===== config.mk =====
export PLATFORM = sky130hd
export DESIGN_NAME = button_conditioner_flat
export DESIGN_NICKNAME = d
export VERILOG_FILES = /design/src/rtl/simon_pkg.sv /design/src/rtl/button_conditioner_if.sv /design/src/rtl/btn_sync.sv /design/src/rtl/button_conditioner.sv /design/src/flat_wrapper.sv
export SDC_FILE = /design/constraint.sdc
export NUM_CORES = 1
export LEC_CHECK = 0
export ABC_AREA = 1
export ABC_CLOCK_PERIOD_IN_PS = 1300
export CELL_PAD_IN_SITES_DETAIL_PLACEMENT = 0
export CELL_PAD_IN_SITES_GLOBAL_PLACEMENT = 1
export CORE_MARGIN = 5
export CORE_UTILIZATION = 35
export DETAILED_ROUTE_END_ITERATION = 8
export PLACE_DENSITY_LB_ADDON = 0.25
export REMOVE_ABC_BUFFERS = 1
export SLEW_MARGIN = 10
export SYNTH_ARGS = -nofsm -noshare
export SYNTH_HDL_FRONTEND = slang
export SYNTH_SLANG_ARGS = --single-unit

===== constraint.sdc =====
create_clock -name clk -period 1.3 [get_ports clk]
set_input_delay 0.13 -clock clk [delete_from_list [all_inputs] [get_ports clk]]
set_output_delay 0.13 -clock clk [all_outputs]
set_load 0.005 [all_outputs]

===== src/rtl/simon_pkg.sv =====
// Shared types and constants for the colour-button front-end.
//   colour_t      : 2-bit colour code carried with each accepted press
//   btn_state_t   : encoding of the button conditioner FSM
//   DEFAULT_*     : default debounce / timeout lengths in clock cycles
//   is_onehot     : true when exactly one button bit is set
//   btn_to_colour : index of the set bit of a one-hot button pattern
package simon_pkg;

  localparam int unsigned BTN_W            = 4;
  localparam int unsigned DEFAULT_DEBOUNCE = 16;
  localparam int unsigned DEFAULT_TIMEOUT  = 1000000;

  typedef enum logic [1:0] {
    RED    = 2'd0,
    GREEN  = 2'd1,
    BLUE   = 2'd2,
    YELLOW = 2'd3
  } colour_t;

  typedef enum logic [2:0] {
    S_IDLE      = 3'd0,
    S_DEB_REL   = 3'd1,
    S_READY     = 3'd2,
    S_DEB_PRESS = 3'd3,
    S_HELD      = 3'd4,
    S_TIMED_OUT = 3'd5
  } btn_state_t;

  // Exactly one bit set: nonzero and clearing the lowest set bit leaves nothing.
  function automatic logic is_onehot(input logic [BTN_W-1:0] p);
    return (p != '0) && ((p & (p - BTN_W'(1))) == '0);
  endfunction

  // Bit n maps to colour n; only meaningful for one-hot patterns.
  function automatic colour_t btn_to_colour(input logic [BTN_W-1:0] p);
    colour_t c;
    c = RED;
    for (int i = 0; i < BTN_W; i++) begin
      if (p[i]) c = colour_t'(2'(i));
    end
    return c;
  endfunction

endpackage


===== src/rtl/button_conditioner_if.sv =====
// Button front-end bus: arm/raw button levels in, press events and status out.
//   arm          : WAIT stage accepts input
//   btn_raw      : asynchronous button levels, bit n = colour n
//   press_valid  : 1-cycle pulse, single-button press accepted
//   press_colour : colour of the last accepted press
//   multi_press  : 1-cycle pulse, debounced press with several buttons
//   busy         : a press or release is being debounced or held
//   timeout      : 1-cycle pulse, idle-ready timeout (BTN_TIMEOUT_EN builds)
// master = consumer/driver side, slave = button_conditioner.
interface button_conditioner_if;
  import simon_pkg::*;

  logic             arm;
  logic [BTN_W-1:0] btn_raw;
  logic             press_valid;
  logic [1:0]       press_colour;
  logic             multi_press;
  logic             busy;
  logic             timeout;

  modport master (
    output arm, btn_raw,
    input  press_valid, press_colour, multi_press, busy, timeout
  );

  modport slave (
    input  arm, btn_raw,
    output press_valid, press_colour, multi_press, busy, timeout
  );

endinterface


===== src/rtl/btn_sync.sv =====
// Two-flop synchroniser for asynchronous level inputs.
//   clk, reset : clock, synchronous active-high reset
//   d          : asynchronous input bus
//   q          : synchronised output, two cycles behind d
module btn_sync #(
  parameter int unsigned WIDTH = 4
) (
  input  logic             clk,
  input  logic             reset,
  input  logic [WIDTH-1:0] d,
  output logic [WIDTH-1:0] q
);

  logic [WIDTH-1:0] meta_q;

  always_ff @(posedge clk) begin
    if (reset) begin
      meta_q <= '0;
      q      <= '0;
    end else begin
      meta_q <= d;
      q      <= meta_q;
    end
  end

endmodule


===== src/rtl/button_conditioner.sv =====
// Colour-button conditioner: synchronises and debounces the four buttons on
// press and release, emitting one press event per physical press.
//   clk, reset : clock, synchronous active-high reset
//   bus        : button_conditioner_if.slave (arm, btn_raw in; press_valid,
//                press_colour, multi_press, busy, timeout out)
// Optional feature macro: BTN_TIMEOUT_EN enables the idle-ready timeout and the
// S_TIMED_OUT state; without it timeout is tied low.
module button_conditioner
  import simon_pkg::*;
#(
  parameter int unsigned DEBOUNCE_CYCLES = DEFAULT_DEBOUNCE,
  parameter int unsigned TIMEOUT_CYCLES  = DEFAULT_TIMEOUT
) (
  input logic                 clk,
  input logic                 reset,
  button_conditioner_if.slave bus
);

  localparam int unsigned CNT_W = $clog2(DEBOUNCE_CYCLES);
  localparam logic [CNT_W-1:0] CNT_LAST = CNT_W'(DEBOUNCE_CYCLES - 1);

  // Elaboration-time parameter sanity.
  if (DEBOUNCE_CYCLES < 2) begin : g_bad_debounce
    $error("button_conditioner: DEBOUNCE_CYCLES must be at least 2");
  end
  if (TIMEOUT_CYCLES < 1) begin : g_bad_timeout
    $error("button_conditioner: TIMEOUT_CYCLES must be at least 1");
  end

  logic [BTN_W-1:0] sync_q;
  btn_state_t       state_q, state_d;
  logic [CNT_W-1:0] cnt_q, cnt_d;
  logic [BTN_W-1:0] pat_q, pat_d;
  logic             deb_done_c;

  logic    press_valid_q, press_valid_d;
  logic    multi_press_q, multi_press_d;
  logic    busy_q, busy_d;
  logic    timeout_q, timeout_d;
  colour_t colour_q, colour_d;

`ifdef BTN_TIMEOUT_EN
  localparam int unsigned TCNT_W = (TIMEOUT_CYCLES > 1) ? $clog2(TIMEOUT_CYCLES) : 1;
  localparam logic [TCNT_W-1:0] TCNT_LAST = TCNT_W'(TIMEOUT_CYCLES - 1);
  logic [TCNT_W-1:0] tcnt_q, tcnt_d;
  logic              timeout_hit_c;
`endif

  btn_sync #(.WIDTH(BTN_W)) u_sync (
    .clk   (clk),
    .reset (reset),
    .d     (bus.btn_raw),
    .q     (sync_q)
  );

  // A press completes when the latched pattern survived the full debounce
  // window; arm low overrides completion.
  assign deb_done_c = bus.arm && (state_q == S_DEB_PRESS) &&
                      (sync_q == pat_q) && (cnt_q == CNT_LAST);

`ifdef BTN_TIMEOUT_EN
  // A press arriving on the terminal cycle wins over the timeout.
  assign timeout_hit_c = bus.arm && (state_q == S_READY) &&
                         (sync_q == '0) && (tcnt_q == TCNT_LAST);
`endif

  // State and counter registers.
  always_ff @(posedge clk) begin
    if (reset) begin
      state_q <= S_IDLE;
      cnt_q   <= '0;
      pat_q   <= '0;
`ifdef BTN_TIMEOUT_EN
      tcnt_q  <= '0;
`endif
    end else begin
      state_q <= state_d;
      cnt_q   <= cnt_d;
      pat_q   <= pat_d;
`ifdef BTN_TIMEOUT_EN
      tcnt_q  <= tcnt_d;
`endif
    end
  end

  // Next-state and counter logic.
  always_comb begin
    state_d = state_q;
    cnt_d   = cnt_q;
    pat_d   = pat_q;
`ifdef BTN_TIMEOUT_EN
    tcnt_d  = '0;
`endif
    if (!bus.arm) begin
      state_d = S_IDLE;
      cnt_d   = '0;
    end else begin
      case (state_q)
        S_IDLE: begin
          state_d = S_DEB_REL;
          cnt_d   = '0;
        end
        // Buttons must read all-released for the full window before READY.
        S_DEB_REL: begin
          if (sync_q != '0) begin
            cnt_d = '0;
          end else if (cnt_q == CNT_LAST) begin
            state_d = S_READY;
            cnt_d   = '0;
          end else begin
            cnt_d = cnt_q + CNT_W'(1);
          end
        end
        S_READY: begin
          if (sync_q != '0) begin
            pat_d   = sync_q;
            cnt_d   = '0;
            state_d = S_DEB_PRESS;
          end
`ifdef BTN_TIMEOUT_EN
          else if (timeout_hit_c) begin
            state_d = S_TIMED_OUT;
          end else begin
            tcnt_d = tcnt_q + TCNT_W'(1);
          end
`endif
        end
        // Any deviation from the latched pattern is a bounce: start over.
        S_DEB_PRESS: begin
          if (sync_q != pat_q) begin
            state_d = S_READY;
            cnt_d   = '0;
          end else if (cnt_q == CNT_LAST) begin
            state_d = S_HELD;
            cnt_d   = '0;
          end else begin
            cnt_d = cnt_q + CNT_W'(1);
          end
        end
        S_HELD: begin
          if (sync_q == '0) begin
            state_d = S_DEB_REL;
            cnt_d   = '0;
          end
        end
`ifdef BTN_TIMEOUT_EN
        S_TIMED_OUT: begin
          state_d = S_TIMED_OUT;
        end
`endif
        default: begin
          state_d = S_IDLE;
          cnt_d   = '0;
        end
      endcase
    end
  end

  // Next output values; busy follows the state being entered so it lines up
  // with the registered state.
  always_comb begin
    press_valid_d = 1'b0;
    multi_press_d = 1'b0;
    timeout_d     = 1'b0;
    colour_d      = colour_q;
    busy_d        = (state_d inside {S_DEB_REL, S_DEB_PRESS, S_HELD});
    if (deb_done_c) begin
      if (is_onehot(pat_q)) begin
        press_valid_d = 1'b1;
        colour_d      = btn_to_colour(pat_q);
      end else begin
        multi_press_d = 1'b1;
      end
    end
`ifdef BTN_TIMEOUT_EN
    timeout_d = timeout_hit_c;
`endif
  end

  // Output registers.
  always_ff @(posedge clk) begin
    if (reset) begin
      press_valid_q <= 1'b0;
      multi_press_q <= 1'b0;
      busy_q        <= 1'b0;
      timeout_q     <= 1'b0;
      colour_q      <= RED;
    end else begin
      press_valid_q <= press_valid_d;
      multi_press_q <= multi_press_d;
      busy_q        <= busy_d;
      timeout_q     <= timeout_d;
      colour_q      <= colour_d;
    end
  end

  assign bus.press_valid  = press_valid_q;
  assign bus.multi_press  = multi_press_q;
  assign bus.busy         = busy_q;
  assign bus.timeout      = timeout_q;
  assign bus.press_colour = colour_q;

endmodule


===== src/flat_wrapper.sv =====
// flat-port wrapper written by rule: the top's interface ports become plain ports
module button_conditioner_flat import simon_pkg::*;
#(
  parameter int unsigned DEBOUNCE_CYCLES = DEFAULT_DEBOUNCE,
  parameter int unsigned TIMEOUT_CYCLES  = DEFAULT_TIMEOUT
)
  (clk, reset, bus_arm, bus_btn_raw, bus_press_valid, bus_press_colour, bus_multi_press, bus_busy, bus_timeout);
  button_conditioner_if bus_i ();
  input logic clk;
  input logic reset;
  input wire logic [$bits(bus_i.arm)-1:0] bus_arm;
  input wire logic [$bits(bus_i.btn_raw)-1:0] bus_btn_raw;
  output wire logic [$bits(bus_i.press_valid)-1:0] bus_press_valid;
  output wire logic [$bits(bus_i.press_colour)-1:0] bus_press_colour;
  output wire logic [$bits(bus_i.multi_press)-1:0] bus_multi_press;
  output wire logic [$bits(bus_i.busy)-1:0] bus_busy;
  output wire logic [$bits(bus_i.timeout)-1:0] bus_timeout;
  assign bus_i.arm = bus_arm;
  assign bus_i.btn_raw = bus_btn_raw;
  assign bus_press_valid = bus_i.press_valid;
  assign bus_press_colour = bus_i.press_colour;
  assign bus_multi_press = bus_i.multi_press;
  assign bus_busy = bus_i.busy;
  assign bus_timeout = bus_i.timeout;
  button_conditioner #(.DEBOUNCE_CYCLES(DEBOUNCE_CYCLES), .TIMEOUT_CYCLES(TIMEOUT_CYCLES)) u_core (.clk(clk), .reset(reset), .bus(bus_i));
endmodule

After elaboration in Yosys (flattened, before gate mapping)
Cells that the tools add are included.
W data, S select, Z words.
{"block": "op_classes", "n_addsub": 2, "n_eq_ne": 12, "muxes": 19, "bitwise": 3, "n_reduce_logical": 15}
{"op": "$mux W3", "count": 7}
{"op": "$mux W4", "count": 5}
{"op": "$pmux W4 S4", "count": 1}
{"op": "$pmux W3 S5", "count": 1}
{"op": "$eq A3 B2 Y1 const B", "count": 3}
{"op": "$logic_not A4 Y1", "count": 2}
{"op": "$reduce_bool A4 Y1", "count": 2}
{"op": "$eq A3 B1 Y1 const B", "count": 2}
{"op": "$eq A3 B3 Y1 const B", "count": 2}
{"op": "$add A4 B1 Y4 const B", "count": 1}
{"op": "$and A4 B4 Y4", "count": 1}
{"op": "$eq A4 B4 Y1", "count": 1}
{"op": "$eq A4 B4 Y1 const B", "count": 1}
{"op": "$logic_and A1 B1 Y1", "count": 4}
{"op": "$mux W2", "count": 2}
{"op": "$ne A2 B1 Y1 const B", "count": 2}
{"op": "$ne A4 B4 Y1", "count": 1}
{"op": "$reduce_and A2 Y1", "count": 2}
{"op": "$reduce_or A2 Y1", "count": 2}
{"op": "$sub A4 B1 Y4 const B", "count": 1}
{"op": "$logic_not A3 Y1", "count": 1}
{"op": "$mux W1", "count": 3}
{"op": "$reduce_and A3 Y1", "count": 1}
{"op": "$reduce_bool A3 Y1", "count": 1}
{"op": "$not A1 Y1", "count": 2}
{"block": "word_totals", "regBits": 24, "inputBits": 7, "output_inout_bits": 6, "wordCells": 60}

Longest topological paths before layout
Gate-level depths: netlist of run 1.
{"block": "depth", "word_depth": 7, "ltp_mapped": 10}

Cells and area by module
Synthesis of run 1 repeated with hierarchy kept, for this count alone.
{"block": "hier_totals", "cells_unflattened": 175, "area_unflattened_um2": 1218.7}
{"module": "button_conditioner", "n_inst": 1, "cells_each": 150, "area_each_um2": 987.2}
{"module": "btn_sync", "n_inst": 1, "cells_each": 25, "area_each_um2": 231.5}

Least setup slack after synthesis of run 1
OpenSTA, ideal clock, no wires.
{"block": "synth_path", "path_kind": "flip-flop to flip-flop", "from": "register u_core.cnt_q[0]", "to": "register u_core.busy_q, in the netlist u_core.bus.busy", "setup_time_ns": 0.114, "arrival_time_ns": 1.206, "t_required_ns": 1.186, "slack_ns": -0.019, "stages_incl_launch_ff": 11, "n_path_buf": 0, "cell_sequence": "dfxtp_1 -> ha_1 -> nand2_1 -> nor2_4 -> inv_1 -> nand2_1 -> inv_1 -> o21ai_1 -> nand3_1 -> nand2_1 -> nand2_1"}
{"block": "synth_via", "elab_chain_cells": 7}
{"item": "start, declared", "line_no": "button_conditioner.sv:32", "source": "logic [CNT_W-1:0] cnt_q, cnt_d;"}
{"item": "start signal, assigned", "line_no": "button_conditioner.sv:78", "source": "cnt_q <= cnt_d;"}
{"item": "$eq A4 B4 Y1 (*)", "line_no": "button_conditioner.sv:107, button_conditioner.sv:133"}
{"item": "$mux W3 (on tied branches)", "line_no": "button_conditioner.sv:133, button_conditioner.sv:107"}
{"item": "$mux W3 (on tied branches)", "line_no": "button_conditioner.sv:130, button_conditioner.sv:105"}
{"item": "$pmux W3 S5 (*)", "line_no": "button_conditioner.sv:98", "source": "case (state_q)"}
{"item": "$mux W3 (*)", "line_no": "button_conditioner.sv:94", "source": "if (!bus.arm) begin"}
{"item": "$eq A3 B1 Y1 (tied with other cells)", "line_no": "button_conditioner.sv:166", "source": "busy_d = (state_d inside {S_DEB_REL, S_DEB_PRESS, S_HELD});"}
{"item": "$reduce_bool A3 Y1 (*)", "line_no": "button_conditioner.sv:166"}
{"item": "end signal, assigned", "line_no": "button_conditioner.sv:191", "source": "busy_q <= busy_d;"}
{"item": "end, declared", "line_no": "button_conditioner.sv:38", "source": "logic busy_q, busy_d;"}
Every way passes the cells marked *; elsewhere a longest branch is shown, timed or not.
A chain may end at the register's enable or synchronous reset.

Final worst setup path of run 1
Same ends and word-level chain as after synthesis.

==> results of run 1 <==
[cell usage after synthesis]
cell type,count
a31oi_1,1
nor3_4,1
nor2_2,2
nand4_1,4
clkbuf_1,1
ha_1,1
nor2_4,1
conb_1,1
o21ai_0,5
nor2_1,18
nand3_1,18
dfxtp_1,24
nand2_1,43
nor3_1,3
inv_2,1
xor2_1,1
a21oi_1,7
o21ai_1,1
nand4_2,1
inv_1,37
nor3_2,1
a21oi_2,1
or2_2,1
buf_4,1
[worst reg2reg max path: stages (launching register included)]
cell and delay (ns):
dfxtp_2 0.38, ha_4 0.15, nand2_4 0.05, nor2_4 0.15, inv_2 0.05, nand2_1 0.05
inv_1 0.04, o21ai_1 0.12, nand3_1 0.10, nand2_2 0.08, nand2_1 0.05
[final timing paths]
kind,startpoint,to,slack [ns],depth (start not counted)
setup / recovery,u_core.cnt_q[0],u_core.bus.busy,-0.0008,10
hold / removal,bus_btn_raw[0],u_core.u_sync.meta_q[0],0.31,3
setup reg to reg,u_core.cnt_q[0],u_core.bus.busy,-0.0008,10
hold reg to reg,u_core.u_sync.meta_q[2],u_core.u_sync.q[2],0.40,2
[layout by cell type (no fill, tap or decap), drive strengths merged]
cell and count:
nor2 21, nand2 43, buf 29, a21oi 8
nand4 5, inv 38, dlygate4sd2 2, xor2 1
ha 1, clkbuf 3, or2 1, conb 1
dfxtp 24, o21ai 6, a31oi 1, dlymetal6s2s 3
nand3 18, clkdlybuf4s50 6, nor3 5, bufinv 1
[layout make-up]
class | instances | area share
Clock buffer | 3 | 0.0130
Clock inverter | 1 | 0.0173
Inverter | 38 | 0.0852
Multi-Input combinational cell | 111 | 0.368
Sequential cell | 24 | 0.290
Tap cell | 46 | 0.0332
Timing Repair Buffer | 40 | 0.194
[per-layer routing]
metal,GRT usage,wire length (um),vias to the layer above
li1,-,-,619
met1,0.145,1220,520
met2,0.250,1350,18
met3,0.0233,103,5
met4,0.0532,44,0
met5,0,0,-
[where the power goes]
part / internal, mW / switching, mW
Clock: 0.312 / 0.227
Sequential: 0.752 / 0.00918
Combinational: 0.0720 / 0.0854
[cells by family after synthesis]
logic type | after synthesis | share of synthesized area
AND/OR/NAND/NOR | 93 | 0.367
buffers and inverters | 40 | 0.132
flip-flops | 24 | 0.412
AO/OA/AOI/OAI | 15 | 0.0686
XOR/XNOR | 1 | 0.00750
adder cells (fa/ha/maj) | 1 | 0.0107
other | 1 | 0.00321
[state kept, by name, indices dropped and copies added, names as in the netlist]
signal / count
u_core.u_sync.meta_q: 4
u_core.u_sync.q: 4
u_core.bus.multi_press: 1
u_core.bus.press_colour: 2
u_core.state_q: 3
u_core.bus.press_valid: 1
u_core.cnt_q: 4
u_core.pat_q: 4
u_core.bus.busy: 1
[through the flow]
stage,utilization,hold WS (ns),worst slack [ns]
after global placement,0.456,0.394,-0.0533
after detailed placement,0.456,0.397,-0.0718
after CTS,0.495,0.302,-0.0185
after global routing,0.528,0.313,-0.0876
final,0.528,0.311,-0.000755
after floorplan,-,0.201,-0.0194
[what timing repair did]
action | in CTS | in global routing
endpoints found under the setup margin | 11 | 17
resized for setup | 22 | 38
hold buffers | 0 | 0
setup buffers | 4 | 3
pin swaps | 6 | 18
==> impl_metrics.ini, run 1 <==
[cells_and_area]
syn_to_final_growth_pct = 48.4
diodes = 0
nFillCells = 340
regArea_um2 = 502
drive_gt1_frac = 0.392
design_area_um2 = 1730
fin_cells = 263
nNetsFinal = 226
multi_input_area_um2 = 637

[cts]
clk_pin_slew_ns = 0.13
cts_buffers = 3
clkSinkCount = 24
htreeDepth = 1
tritoncts = yes
cts_buffer_depth = 2
clock_latency_ns = 0.32
cts_root_buf = clkbuf_4

[global_route]
track_usage = 0.133
grt_overflow = 0
grt_pass1_wl_mm = 4.62
grt_pass1_vias = 1154
antenna_found_initial = 0
grt_max_degree = 15

[die]
rows = 21
die_y_um = 67.8
fp.coreArea_um2 = 3280
ioPinCount = 13
fp.dieW_um = 67.8
start_util = 0.355
die_area_um2 = 4590

[synth]
yosys.area.top_type = dfxtp_1
yosysSeqAreaShare = 0.412
ys_warn_count = 0
ys_types = 24
post_synth.cell_area_avg_um2 = 6.67
synth_area_leaders = dfxtp_1 41%, nand2_1 14%, inv_1 12%
ys_ff_latch = 24
syn_inst = 175
netlist_area_um2 = 1170
synth_top_area_share = 0.412

[setup_path]
path_delay_family = simple AND/OR/NAND/NOR gates
cpPeakStageDelay_ns = 0.38
end_kind = register
path_cells = ha_4 -> nand2_4 -> nor2_4 -> inv_2 -> nand2_1 -> inv_1 -> o21ai_1 -> nand3_1 -> nand2_2 -> nand2_1
cp_max_fo = 5
crit_arrival_ns = 1.53
crit_buf_inv = 2
cp-start-kind = register
critical_path.slowest_cell = dfxtp_2
crit_type = reg -> reg
path_common_cell = nand2_1
worstPathRequired_ns = 1.53

[placed_design]
dpl-instance-area_um2 = 1500
gp_congestion = 0.846
port_buffers = 11
place_inst = 253
dpl.hpwl_mm = 2.05

[routing]
post-route-drc-count = 0
vias = 1162
vias_per_cell = 4.42
ant_nets = 0
wl_per_cell_um = 10.3
dr.pass1.iters = 4
drt_iter0_drc = 46
drt-total-wl_mm = 2.71

[sta]
grt_setup_unrepaired = yes
setup_viol = 1
fmax_ghz = 0.769
finalCritPeriodShare = 1.00
final.min_clock_period_ns = 1.30
finalHoldViolations = 0
fin_skew_ns = 0.00428
final-max-slew-violation-count = 0
timing.final.ws_setup_ns = -0.000755
tns_ns = -0.000755

[pwr]
ir_drop_mv = 0.384
finalPower_mw = 1.46
leakagePower_nw = 0.923
power_density_nw_per_um2 = 841

[min_path]
hold_class = in -> reg

[run_status]
status = finished, violations left
violations = negative setup slack

[flow_run]
cap_violations = 0
(Power assumes the default switching activity.)
==> inputs of run 2 (changes only) <==
--- a/config.mk
+++ b/config.mk
@@ -14,7 +14,7 @@
 export DETAILED_ROUTE_END_ITERATION = 8
 export PLACE_DENSITY_LB_ADDON = 0.25
 export REMOVE_ABC_BUFFERS = 1
-export SLEW_MARGIN = 10
+export SLEW_MARGIN = 20
 export SYNTH_ARGS = -nofsm -noshare
 export SYNTH_HDL_FRONTEND = slang
 export SYNTH_SLANG_ARGS = --single-unit
==> results of run 2 <==
Final layout, timing and power as in run 1 (identical DEF).
==> edit: new RTL, settings of run 2 <==
Set the package constant `BTN_W` to 3 (it was 4).
--- a/src/rtl/simon_pkg.sv
+++ b/src/rtl/simon_pkg.sv
@@ -6,7 +6,7 @@
 //   btn_to_colour : index of the set bit of a one-hot button pattern
 package simon_pkg;
 
-  localparam int unsigned BTN_W            = 4;
+  localparam int unsigned BTN_W            = 3;
   localparam int unsigned DEFAULT_DEBOUNCE = 16;
   localparam int unsigned DEFAULT_TIMEOUT  = 1000000;
 
Ports: changed (resized bus_btn_raw); port bits go from 13 to 12. No check against the original RTL was run, so the function may have changed too.
==> edit against run 2 <==
  * Cell area down 12%
  * Maximum frequency rose by 4.0%
  * Worst setup slack gained 0.050 ns
  * Sequential share of layout area increased by 0.20 points
  * Count of clock-buffer cells in the layout is the same
  * Combinational power fell by 14%
  * Utilization down 1.9 points
  * Sequential cell count down 3
  * Total power is 23% lower
  * Non-clock buffer count down 13
  * Wire length down 10%
  * Area after synthesis is 7.5% lower
  * Highest routed layer unchanged
==> edit: results (changes against run 2) <==
stage,metric,value,unit,change
logic_synthesis,synthArstFlopShare,0,%,unchanged
finish,drive_gt1_share,41.2,%,was 39.2%
logic_synthesis,synth_common_cells,"31 x nand2_1, 24 x inv_1, 21 x dfxtp_1, 18 x nor2_1, 14 x nand3_1",,"was 43 x nand2_1, 37 x inv_1, 24 x dfxtp_1, 18 x nand3_1, 18 x nor2_1"
worst_setup_path,timing.reg2reg.worst_path_depth,7,,was 10
placed_design,port_buffers,10,,was 11
placed_design,gp_congestion,0.857,,was 0.846
worst_setup_path,r2r_start,u_core.u_sync.q[0],,was u_core.cnt_q[0]
routing,drt_iter0_drc,26,,was 46
global_route,antenna_found_initial,0,,unchanged
logic_synthesis,ys_seq_area_share,38.9,%,was 41.2%
finish,diodes,0,,unchanged
worst_hold_path,worstHoldPathCells,3,,unchanged
finish,largest_register_ffs,4,,
global_route,grtUsageTotal,12.1,%,was 13.3%
pwr,p_leak,0.799,nW,was 0.923 nW
global_route,grt_util_met2,20.2,%,was 25.0%
finish,nets,190,,was 226
clock_network,clk_path_buf_depth,2,,unchanged
worst_hold_path,hp-class,input pin to flip-flop,,unchanged
logic_synthesis,yosys-top-cells-area,"dfxtp_1 39%, nand2_1 11%, inv_1 8.3%",,"was dfxtp_1 41%, nand2_1 14%, inv_1 12%"
clock_network,clock_latency,0.31,ns,
worst_setup_path,reg2reg_slack,0.05,ns,was -0.0008 ns
timing,skew,0.00543,ns,was 0.00428 ns
global_route,grt_max_degree,14,,was 15
clock_network,cts_max_level,1,,unchanged
worst_setup_path,cp.arrival,1.50,ns,was 1.53 ns
pwr,vdd_drop_max,0.357,mV,was 0.384 mV
clock_network,clkTransAtPathRegs,0.13,ns,about the same
worst_hold_path,holdCritStartpoint,bus_btn_raw[0],,unchanged
global_route,grtUsageMet3,2.56,%,was 2.33%
logic_synthesis,ys_warn_count,0,,unchanged
global_route,grt_pass1_wl,4060,um,was 4620 um
global_route,grt_pass1_vias,961,,"was 1,154"
clock_network,cts_root_buf,clkbuf_4,,unchanged
global_route,gr-usage-met1,15.1,%,was 14.5%
logic_synthesis,ys_types,23,,was 24
routing,vias,1016,,"was 1,162"
clock_network,cts_buffers,3,,unchanged
placed_design,dp_hpwl,1770,um,was 2050 um
worst_setup_path,timing.rr.end,u_core.bus.press_colour[1],,was u_core.bus.busy
routing,drtPass1Iterations,4,,unchanged
routing,routed_wirelength,2440,um,was 2710 um
worst_setup_path,critPathMaxFanout,3,,was 5
outcome,status,"complete, no violations",,"was finished, violations left"
worst_hold_path,min_to,u_core.u_sync.meta_q[0],,unchanged
finish,largest_register,u_core.cnt_q,,
edit: cell count changes in the layout (fill, tap and decap cells not counted), sizes merged, moves of 2 or more:
cell	delta
buf	-12
inv	-11
nand2	-5
nor2	+5
nor3	-5
dfxtp	-3
dlygate4sd2	-2
dlymetal6s2s	+2
edit: kinds of logic after synthesis:
| logic type | Yosys count | share of synthesized area (%) |
|---|---|---|
| simple gates | 85 | 40.6 |
| buf+inv | 29 | 10.4 |
| flops | 21 | 38.9 |
| compound gates | 14 | 6.95 |
| xor+xnor | 2 | 1.62 |
| fa+ha+maj | 1 | 1.16 |
| other cells | 1 | 0.347 |
edit: cell type report:
cell class	instances	area, um^2
sequential	21	445
inverter	27	101
tap	33	41.3
fill	303	1480
multi-input combinational	103	662
clock inverter	1	7.51
timing repair buffer	27	248
clock buffer	3	22.5
edit: repair_timing:
item                       CTS  global route
pin swaps                    2            19
resized for setup            6            49
buffers inserted             2             9
setup endpoints to repair    5            16
edit: critical path, stage by stage (launching register included):
cell	delay, ns
dfxtp_4	0.40
xnor2_4	0.20
nand3_4	0.10
nor2_4	0.15
nand3_2	0.11
nand2_1	0.08
nand2_1	0.04
nor2_1	0.10
edit: metal layers:
metal | vias up | wire (um)
met1 | 466 | 1080
met4 | 0 | 30
met2 | 16 | 1240
li1 | 530 | -
met3 | 4 | 86
met5 | - | 0
edit: worst max-delay path by stage:
stage	startpoint	to	slack (ns)	cells after the start
after floorplan	u_core.cnt_q[0]	u_core.bus.busy	0.007	8
after global placement	u_core.cnt_q[0]	u_core.bus.busy	0.02	8
after detailed placement	u_core.cnt_q[0]	u_core.bus.busy	-0.02	8
after CTS	u_core.bus.press_colour[0]	bus_press_colour[0]	0.003	1
after global routing	u_core.u_sync.q[0]	u_core.bus.press_colour[1]	-0.04	7
final	u_core.u_sync.q[0]	u_core.bus.press_colour[1]	0.05	7
edit: power by group:
group,internal (mW),switching [mW]
Combinational,0.0616,0.0731
Clock,0.117,0.212
Sequential,0.652,0.0108
edit: metrics by stage:
stage / TNS, ns / hold WS, ns / cells / instance area [um^2] / setup WS [ns]
floorplan: 0 / 0.201 / 151 / 1070 / 0.00659
CTS: 0 / 0.289 / 206 / 1320 / 0.00252
detailed placement: -0.0209 / 0.394 / 200 / 1250 / -0.0209
finish: 0 / 0.314 / 215 / 1530 / 0.0494
global route: -0.137 / 0.284 / 215 / 1530 / -0.0370
global placement: 0 / 0.391 / 200 / 1250 / 0.0204
